### src/rtl/fwd_pkg.sv
// Shared types and constants for the forwarding scoreboard.
package fwd_pkg;

  localparam int unsigned REG_AW         = 5;
  localparam int unsigned RDY_W          = 3;
  localparam int unsigned ALU_READY_SLOT = 2;
  localparam int unsigned SEL_REGFILE    = 0;

  // One in-flight instruction after decode.
  typedef struct packed {
    logic              valid;
    logic              reg_write;
    logic [REG_AW-1:0] rd;
    logic [RDY_W-1:0]  ready_slot;
  } slot_t;

  // First slot from which this producer's result can be forwarded.
  function automatic logic [RDY_W-1:0] ready_slot_of(input logic is_load,
                                                     input int unsigned load_slot);
    return is_load ? RDY_W'(load_slot) : RDY_W'(ALU_READY_SLOT);
  endfunction

endpackage

### src/rtl/fwd_scoreboard_slot_match.sv
// Per-operand priority match against the slot records.
// Reports the forward select for the operand's consumption point
// (ID-use: producer slot; EX-use: producer slot one stage later) and
// whether the youngest matching producer is not yet forwardable.
module fwd_slot_match
  import fwd_pkg::*;
#(
  parameter int unsigned DEPTH = 3,
  parameter int unsigned SELW  = $clog2(DEPTH + 1)
) (
  input  slot_t [DEPTH:1]    slots,
  input  logic  [REG_AW-1:0] addr,
  input  logic               use_id,
  output logic  [SELW-1:0]   sel,
  output logic               stall_req
);

  logic        found;
  int unsigned hit_k;
  int unsigned hit_rdy;

  // Youngest (lowest-numbered) matching producer decides select or stall.
  always_comb begin
    found     = 1'b0;
    hit_k     = 0;
    hit_rdy   = 0;
    sel       = SELW'(SEL_REGFILE);
    stall_req = 1'b0;
    for (int unsigned k = 1; k <= DEPTH; k++) begin
      if (!found && slots[k].valid && slots[k].reg_write &&
          (slots[k].rd != '0) && (slots[k].rd == addr)) begin
        found   = 1'b1;
        hit_k   = k;
        hit_rdy = int'(slots[k].ready_slot);
      end
    end
    if (found) begin
      if (use_id) begin
        if (hit_k < hit_rdy) stall_req = 1'b1;
        else                 sel       = SELW'(hit_k);
      end else begin
        // By the EX cycle the producer will have advanced one slot.
        if (hit_k + 1 < hit_rdy)   stall_req = 1'b1;
        else if (hit_k + 1 > DEPTH) sel      = SELW'(SEL_REGFILE);
        else                        sel      = SELW'(hit_k + 1);
      end
    end
  end

endmodule

### src/rtl/fwd_scoreboard.sv
// Forwarding/stall scoreboard for an in-order pipeline.
// Tracks DEPTH post-decode slot records, resolves per-operand forwarding
// selects and a combined hazard stall.
// Optional macro FWD_SCOREBOARD_STATS_EN adds a saturating stall_count output.
module fwd_scoreboard
  import fwd_pkg::*;
#(
  parameter int unsigned NSRC      = 4,
  parameter int unsigned DEPTH     = 3,
  parameter int unsigned LOAD_SLOT = 3,
  parameter int unsigned SELW      = $clog2(DEPTH + 1)
) (
  input  logic                   clk,
  input  logic                   rst_n,
  input  logic                   id_valid,
  input  logic                   id_reg_write,
  input  logic                   id_is_load,
  input  logic [REG_AW-1:0]      id_rd,
  input  logic [NSRC*REG_AW-1:0] src_addr,
  input  logic [NSRC-1:0]        src_use_id,
  input  logic [NSRC-1:0]        src_en,
  input  logic                   freeze,
  output logic                   stall,
  output logic [NSRC*SELW-1:0]   fwd_id_sel,
  output logic [NSRC*SELW-1:0]   fwd_ex_sel
`ifdef FWD_SCOREBOARD_STATS_EN
  ,
  output logic [31:0]            stall_count
`endif
);

  slot_t [DEPTH:1]      slots;
  slot_t                new_rec;
  logic  [SELW-1:0]     port_sel [NSRC];
  logic  [NSRC-1:0]     port_req;
  logic  [NSRC*SELW-1:0] ex_sel_next;

  genvar gp;
  generate
    for (gp = 0; gp < NSRC; gp++) begin : g_port
      fwd_slot_match #(
        .DEPTH (DEPTH),
        .SELW  (SELW)
      ) u_match (
        .slots     (slots),
        .addr      (src_addr[gp*REG_AW +: REG_AW]),
        .use_id    (src_use_id[gp]),
        .sel       (port_sel[gp]),
        .stall_req (port_req[gp])
      );
    end
  endgenerate

  // Route each port's select to its consumption point; inactive ports are silent.
  always_comb begin
    fwd_id_sel  = '0;
    ex_sel_next = '0;
    stall       = 1'b0;
    for (int unsigned p = 0; p < NSRC; p++) begin
      if (src_en[p]) begin
        stall = stall | port_req[p];
        if (src_use_id[p]) fwd_id_sel[p*SELW +: SELW]  = port_sel[p];
        else               ex_sel_next[p*SELW +: SELW] = port_sel[p];
      end
    end
  end

  // Record entering slot 1: the decode instruction, or a bubble when stalled.
  always_comb begin
    new_rec            = '0;
    new_rec.valid      = id_valid && !stall;
    new_rec.reg_write  = id_reg_write;
    new_rec.rd         = id_rd;
    new_rec.ready_slot = ready_slot_of(id_is_load, LOAD_SLOT);
  end

  // Slot shift register and registered EX-stage select; freeze holds both.
  always_ff @(posedge clk or negedge rst_n) begin
    if (!rst_n) begin
      slots      <= '0;
      fwd_ex_sel <= '0;
    end else if (!freeze) begin
      for (int unsigned k = 2; k <= DEPTH; k++) begin
        slots[k] <= slots[k-1];
      end
      slots[1]   <= new_rec;
      fwd_ex_sel <= stall ? '0 : ex_sel_next;
    end
  end

`ifdef FWD_SCOREBOARD_STATS_EN
  // Saturating count of cycles actually lost to hazard stalls.
  always_ff @(posedge clk or negedge rst_n) begin
    if (!rst_n) begin
      stall_count <= '0;
    end else if (stall && !freeze && (stall_count != '1)) begin
      stall_count <= stall_count + 32'd1;
    end
  end
`endif

endmodule
### config.mk
export PLATFORM = sky130hd
export DESIGN_NAME = fwd_scoreboard
export DESIGN_NICKNAME = d
export VERILOG_FILES = /design/src/rtl/fwd_pkg.sv /design/src/rtl/fwd_scoreboard_slot_match.sv /design/src/rtl/fwd_scoreboard.sv
export SDC_FILE = /design/constraint.sdc
export NUM_CORES = 1
export LEC_CHECK = 0
export CAP_MARGIN = 20
export CELL_PAD_IN_SITES_DETAIL_PLACEMENT = 1
export CELL_PAD_IN_SITES_GLOBAL_PLACEMENT = 1
export CORE_MARGIN = 2
export CORE_UTILIZATION = 35
export CTS_BUF_LIST = sky130_fd_sc_hd__clkbuf_2
export CTS_CLUSTER_DIAMETER = 120
export DETAILED_ROUTE_END_ITERATION = 8
export GPL_TIMING_DRIVEN = 0
export PLACE_DENSITY_LB_ADDON = 0.15
export SYNTH_ARGS = -nofsm -noshare
export SYNTH_HDL_FRONTEND = slang
export SYNTH_SLANG_ARGS = --single-unit
### constraint.sdc
create_clock -name clk -period 4.8 [get_ports clk]
set_clock_uncertainty 0.1 [all_clocks]
set_input_delay 0.96 -clock clk [delete_from_list [all_inputs] [get_ports clk]]
set_output_delay 0.96 -clock clk [all_outputs]
set_load 0.05 [all_outputs]
Yosys cells after proc, flatten, opt, wreduce, memory -nomap -nowiden
Index checks and enable logic that the tools add are counted.
{ "totals": {"ff_bits": 38, "latch_bits": 0, "ramBits": 0, "rom_bits": 0, "in_bits": 39, "word_cells": 189, "memories": 0} }
{ "classes": {"add_sub_neg": 4, "n_mul": 0, "div": 0, "magnitude_cmp": 12, "eq_ne": 12, "n_shift": 0, "muxes": 94, "n_bitwise": 3, "reduce_logical": 51} }
{ "ops": {"columns": ["op", "count"], "rows": [
  ["32-bit by 2-bit > comparator with 1-bit output (second input constant)", 4],
  ["32-bit by 3-bit < comparator with 1-bit output", 4],
  ["2-bit two-way mux", 44],
  ["5-bit == test", 12],
  ["1-bit logical AND", 39],
  ["1-bit two-way mux", 37],
  ["3-bit two-way mux", 12],
  ["5-bit nonzero test", 3],
  ["2-bit by 1-bit adder with 3-bit output (second input constant)", 4],
  ["2-bit by 3-bit < comparator with 1-bit output", 4],
  ["1-bit zero test", 9],
  ["8-bit two-way mux", 1],
  ["1-bit OR", 3]
]} }

Depth between registers and ports, before layout
{ "logic_depth": {"depth_word": 30, "mapped_depth": 15, "mapped_depth_nobuf": 14} }

By module
From an unflattened synthesis, not the netlist that was laid out.
{ "hier_totals": {"hier_cells": 394, "hier_area_um2": 3654.8} }
{ "by_module_without_submodules": {"columns": ["module", "n_inst", "cells_per_inst", "area_each_um2", "seq_area_each_um2"], "rows": [
  ["fwd_slot_match", 4, 72, 538.0, 0.0],
  ["fwd_scoreboard", 1, 106, 1502.7, 875.8]
]} }

Worst setup path before layout
Ideal clock, no wire load.
{ "synth_path": {"kind": "input to output", "start": "in src_addr[10]", "end": "out fwd_id_sel[4]", "arrival_time_ns": 3.604, "slack_ns": 0.136, "cell_stages": 11, "cell_sequence": "xnor2_1 -> nand2_1 -> nor4_1 -> a21oi_1 -> a21oi_1 -> ha_1 -> inv_1 -> and4_1 -> o21ai_0 -> nand4b_1 -> a21oi_1"} }
{ "synth_via": {"elab_chain_len": 23} }
{ "synth_rtl": {"columns": ["item", "line", "source"], "rows": [
  ["from (decl)", "fwd_scoreboard.sv:19", "input logic [NSRC*REG_AW-1:0] src_addr,"],
  ["5-bit == test", "fwd_scoreboard_slot_match.sv:31", "(slots[k].rd != '0) && (slots[k].rd == addr)) begin"],
  ["1-bit logical AND", "fwd_scoreboard_slot_match.sv:31", null],
  ["1-bit two-way mux", "fwd_scoreboard_slot_match.sv:30", "if (!found && slots[k].valid && slots[k].reg_write &&"],
  ["1-bit zero test", "fwd_scoreboard_slot_match.sv:30", null],
  ["1-bit logical AND (3 in a row)", "fwd_scoreboard_slot_match.sv:30", null],
  ["1-bit logical AND", "fwd_scoreboard_slot_match.sv:31", null],
  ["1-bit two-way mux", "fwd_scoreboard_slot_match.sv:30", null],
  ["1-bit zero test", "fwd_scoreboard_slot_match.sv:30", null],
  ["(+5 left out)", null, null],
  ["2-bit by 1-bit adder with 3-bit output", "fwd_scoreboard_slot_match.sv:43, fwd_scoreboard_slot_match.sv:44", null],
  ["32-bit by 2-bit > comparator with 1-bit output", "fwd_scoreboard_slot_match.sv:44", "else if (hit_k + 1 > DEPTH) sel = SELW'(SEL_REGFILE);"],
  ["2-bit two-way mux", "fwd_scoreboard_slot_match.sv:44", null],
  ["2-bit two-way mux", "fwd_scoreboard_slot_match.sv:43", "if (hit_k + 1 < hit_rdy) stall_req = 1'b1;"],
  ["2-bit two-way mux", "fwd_scoreboard_slot_match.sv:38", "if (use_id) begin"],
  ["2-bit two-way mux (*)", "fwd_scoreboard_slot_match.sv:37", "if (found) begin"],
  ["2-bit two-way mux (*)", "fwd_scoreboard.sv:62", "if (src_use_id[p]) fwd_id_sel[p*SELW +: SELW] = port_sel[p];"],
  ["2-bit two-way mux (*)", "fwd_scoreboard.sv:60", "if (src_en[p]) begin"],
  ["to (decl)", "fwd_scoreboard.sv:24", "output logic [NSRC*SELW-1:0] fwd_id_sel,"]
]} }
Mark *: on every way between the ends. The rest lies on a longest branch, timed or not.

Worst setup path in the final report
{ "layout_path": {"start": "in src_addr[10]", "end": "out stall"} }
{ "layout_via": {"elab_chain_len": 24} }
{ "layout_rtl": {"columns": ["item", "line", "source"], "rows": [
  ["5-bit == test", "fwd_scoreboard_slot_match.sv:31", null],
  ["1-bit logical AND", "fwd_scoreboard_slot_match.sv:31", null],
  ["1-bit two-way mux", "fwd_scoreboard_slot_match.sv:30", null],
  ["1-bit zero test", "fwd_scoreboard_slot_match.sv:30", null],
  ["1-bit logical AND (3 in a row)", "fwd_scoreboard_slot_match.sv:30", null],
  ["1-bit logical AND", "fwd_scoreboard_slot_match.sv:31", null],
  ["1-bit two-way mux", "fwd_scoreboard_slot_match.sv:30", null],
  ["1-bit zero test", "fwd_scoreboard_slot_match.sv:30", null],
  ["(+6 left out)", null, null],
  ["32-bit by 3-bit < comparator with 1-bit output", "fwd_scoreboard_slot_match.sv:43", null],
  ["1-bit two-way mux", "fwd_scoreboard_slot_match.sv:43", null],
  ["1-bit two-way mux", "fwd_scoreboard_slot_match.sv:38", null],
  ["1-bit two-way mux (*)", "fwd_scoreboard_slot_match.sv:37", null],
  ["1-bit OR (*)", "fwd_scoreboard.sv:61", "stall = stall | port_req[p];"],
  ["1-bit two-way mux (*)", "fwd_scoreboard.sv:60", null],
  ["1-bit OR", "fwd_scoreboard.sv:61", null],
  ["1-bit two-way mux (*)", "fwd_scoreboard.sv:60", null],
  ["to (decl)", "fwd_scoreboard.sv:23", "output logic stall,"]
]} }
Marked as above.

==> results.tsv <==
stage	metric	value	unit
route	total_routed_wire_length_on_the_met1_layer	4490	um
final_layout	filler_cell_count	1004	
power	total_switching_power	0.000362	W
sta	tightest_slew	0.869	ns
critical_path	path_max_fanout	6	
grt	overflow	0	
sta	timing_hold_violations_final	0	
floorplanning	die_width	97.5	um
floorplanning	design.die.area	9500	um2
grt	gr-usage-all-layers	0.205	
power	leakagePower	1.77	nW
route	max_layer_used	met4	
critical_path	worst_ep_required_time	3.74	ns
yosys	synth.net_count	390	
critical_path	critical_path_class	in -> out	
critical_path	timing.critical_path.buf_inv	4	
yosys	dominantRegCellSynth	sky130_fd_sc_hd__dfrtp_1	
final_layout	final_cell_mix	sky130_fd_sc_hd__dfrtp_1 (34), sky130_fd_sc_hd__buf_4 (33), sky130_fd_sc_hd__xnor2_1 (30)	
sta	timing.setup.tns	-0.185	ns
clock_network	clkLatencyLatePin	0.41	ns
placed_design	preCtsSetupSlack	-1.58	ns
power	power.internal	0.000555	W
final_layout	layout.cells.non_filler	539	
sta	timing.final.ws_setup	-0.185	ns
route	drc	0	
route	via_count	2857	
sta	layout_min_cycle_time	4.99	ns
route	drt_first_pass_iters	4	
final_layout	drive_above_1_share	0.369	
grt	vias_in_the_first_global_route	2890	
power	pwr-share-seq	0.380	
floorplanning	design.core.area	8590	um2
placed_design	detailed_placement_wirelength_estimate	7080	um
route	wl_per_cell	18.4	um
run_status	violations	setup timing	
route	ant_nets	0	
sta	max_freq	201	MHz
power	p_per_area	211	nW/um2
power	vdd.ir_drop.worst	0.000129	V
sta	timing.max_slew.rel_slack	0.421	
critical_path	worst_setup_end_kind	primary output	
yosys	syn_avg_cell_area	9.02	um2
power	p_clk_frac	0.168	
placed_design	place.port_buffers	54	
sta	post-route-period-util	1.04	
sta	rsz0062_at_grt	yes	
floorplanning	start_util	0.356	
final_layout	areaGrowthSynthToFinish	41.9	%
yosys	synth.cell_area	3060	um2
power	switching_share	0.395	
final_layout	antenna_cells	0	
run	timing.max_cap.violations	0	
clock_network	cts_tree	done	
yosys	ys_seq_area_frac	0.286	
clock_network	cts.sinks	35	
yosys	synthesis.yosys.warnings	0	
critical_path	critical_path.max_stage_delay	0.52	ns
critical_path	critical_path_arrival	3.93	ns
power	power.share.combinational	0.451	
final_layout	layout_commonest_cell	sky130_fd_sc_hd__dfrtp_1	
clock_network	post_cts_clock_slew_at_the_launch_and_capture_registers_of_the_worst_setup_and_hold_paths	0.23	ns
yosys	ys_async_sr_fraction	1.00	
route	met3RoutedLength	209	um
yosys	synth_seq_cells	35	
route	routed-wl-met2	5110	um
worst_hold_path	class_of_the_tightest_hold_or_removal_check	reg -> reg	
clock_network	cts.root.buffer_cell	sky130_fd_sc_hd__clkbuf_2	
floorplanning	die_height	97.5	um
sta	report.final.setup_viol	1	
placed_design	placed_cells_incl_taps	503	
clock_network	clk_path_buf_depth	2	
yosys	synth.distinct_cells	54	
route	route.detailed.vias_per_inst	5.30	
grt	antenna_found_initial	0	
sta	finalMaxSlewViolations	0	
clock_network	htree_depth	2	
critical_path	crit_path_top_cell_by_count	sky130_fd_sc_hd__ha_4	
power	total_power	0.000917	W
route	drt-total-wl	9920	um
run_status	status	finished with violations	
final_layout	num-nets-final	481	
critical_path	crit_path_cell_trace	dlygate4sd2_1, xnor2_2, nand2_2, or4_1, buf_2, nand2_1, ha_4, ha_4, o41ai_4, a31oi_2, o32ai_4, a211oi_2, buf_4, o211ai_4, buf_6	
critical_path	critical-path-top-delay-family	buffers and inverters	
grt	grt_start_max_net_pins	36	
yosys	synth-edff-count	0	
grt	grt_pass1_wl	15400	um
floorplanning	top_level_ports	56	
yosys	synthesis.instances	339	
critical_path	crit_path_start_kind	input port	
floorplanning	fp_rows	34	
final_layout	post-route-util	0.505	
critical_path	critical_path.slowest_cell	sky130_fd_sc_hd__or4_1	
route	detail_route.iter0.violations	56	
clock_network	cts_buf_count	5	
placed_design	gp_congestion	0.871	
area by class of cell:
cell class | instances | area (um2) | area share
clock buffers | 5 | 25.0 | 0.00576
repair buffers | 86 | 761 | 0.175
flip-flops and latches | 35 | 877 | 0.202
inverters | 9 | 33.8 | 0.00778
multi-input cells | 271 | 2350 | 0.541
plain buffers | 22 | 143 | 0.0329
clock inverters | 3 | 20.0 | 0.00461
well taps | 108 | 135 | 0.0311
stage by stage:
step,cell area (um2),hold WS (ns)
4_1_cts,4000,0.418
3_3_place_gp,3730,0.364
6_report,4340,0.408
5_1_grt,4340,0.449
3_5_place_dp,3740,0.371
2_1_floorplan,3060,0.384
worst paths after layout:
path	slack, ns	cells after the start	to	start
max	-0.19	15	stall	src_addr[10]
min	0.41	2	fwd_ex_sel[1]$_DFFE_PN0N_	fwd_ex_sel[1]$_DFFE_PN0N_
max reg2reg	0.82	18	fwd_ex_sel[6]$_DFFE_PN0N_	slots[25]$_DFFE_PN0N_
min reg2reg	0.41	2	fwd_ex_sel[1]$_DFFE_PN0N_	fwd_ex_sel[1]$_DFFE_PN0N_
max in group asynchronous	3.49	1	slots[26]$_DFFE_PN0N_	rst_n
min in group asynchronous	0.52	1	fwd_ex_sel[2]$_DFFE_PN0N_	rst_n
sequential cells by signal, indices dropped and copies added (netlist names):
register    flops
fwd_ex_sel      8
slots          27
worst register-to-register path: stages, from the launching register on:
cell and delay (ns):
sky130_fd_sc_hd__dfrtp_1 0.42, sky130_fd_sc_hd__buf_6 0.13, sky130_fd_sc_hd__or4_4 0.54, sky130_fd_sc_hd__o211ai_4 0.27, sky130_fd_sc_hd__buf_6 0.15, sky130_fd_sc_hd__nor4_4 0.04, sky130_fd_sc_hd__buf_6 0.15, sky130_fd_sc_hd__nor2_4 0.12
sky130_fd_sc_hd__nor2_4 0.06, sky130_fd_sc_hd__ha_4 0.26, sky130_fd_sc_hd__ha_4 0.27, sky130_fd_sc_hd__o41ai_4 0.08, sky130_fd_sc_hd__a31oi_2 0.21, sky130_fd_sc_hd__o32ai_4 0.11, sky130_fd_sc_hd__a211oi_2 0.20, sky130_fd_sc_hd__buf_4 0.16
sky130_fd_sc_hd__o211ai_4 0.10, sky130_fd_sc_hd__buf_4 0.20, sky130_fd_sc_hd__o41ai_1 0.35
cell usage after synthesis, drive strengths merged (9+ instances only):
library cell / n / area share
a21oi: 9 / 0.015
buf: 18 / 0.040
dfrtp: 35 / 0.29
ha: 12 / 0.049
inv: 9 / 0.011
mux2: 23 / 0.085
nand2: 34 / 0.042
nand3: 14 / 0.023
nor2: 21 / 0.026
nor3: 11 / 0.018
o21ai: 13 / 0.021
xnor2: 33 / 0.094
xor2: 27 / 0.077
metal layers:
metal  vias up  GRT usage
met3         7     0.0317
met4         0     0.0566
met2        43      0.351
met1      1412      0.267
li1       1395          -
met5         -          0
cells by family after synthesis:
| group | share of synthesized area |
|---|---|
| and+or+nand+nor | 0.205 |
| DFF | 0.286 |
| adders and majority gates | 0.0491 |
| xor gates and xnor gates | 0.172 |
| muxes | 0.0912 |
| AOI/OAI and AO/OA | 0.139 |
| buffers and inverters | 0.0581 |
what timing repair did:
action | 4_1_cts | 5_1_grt
hold endpoints to repair | 0 | 0
buffers inserted | 15 | 15
setup endpoints to repair | 9 | 9
hold buffers | 0 | 0
gates resized for setup | 92 | 73
pin swaps | 16 | 32
power by group through the flow:
stage               combinational [W]  clock (W)  sequential, W
floorplan                    0.000237          0       0.000344
global placement             0.000336          0       0.000349
detailed placement           0.000344          0       0.000349
CTS                          0.000376   0.000167       0.000344
global route                 0.000450   0.000175       0.000354
finish                       0.000414   0.000155       0.000349
Power figures use the tool's default switching activity.
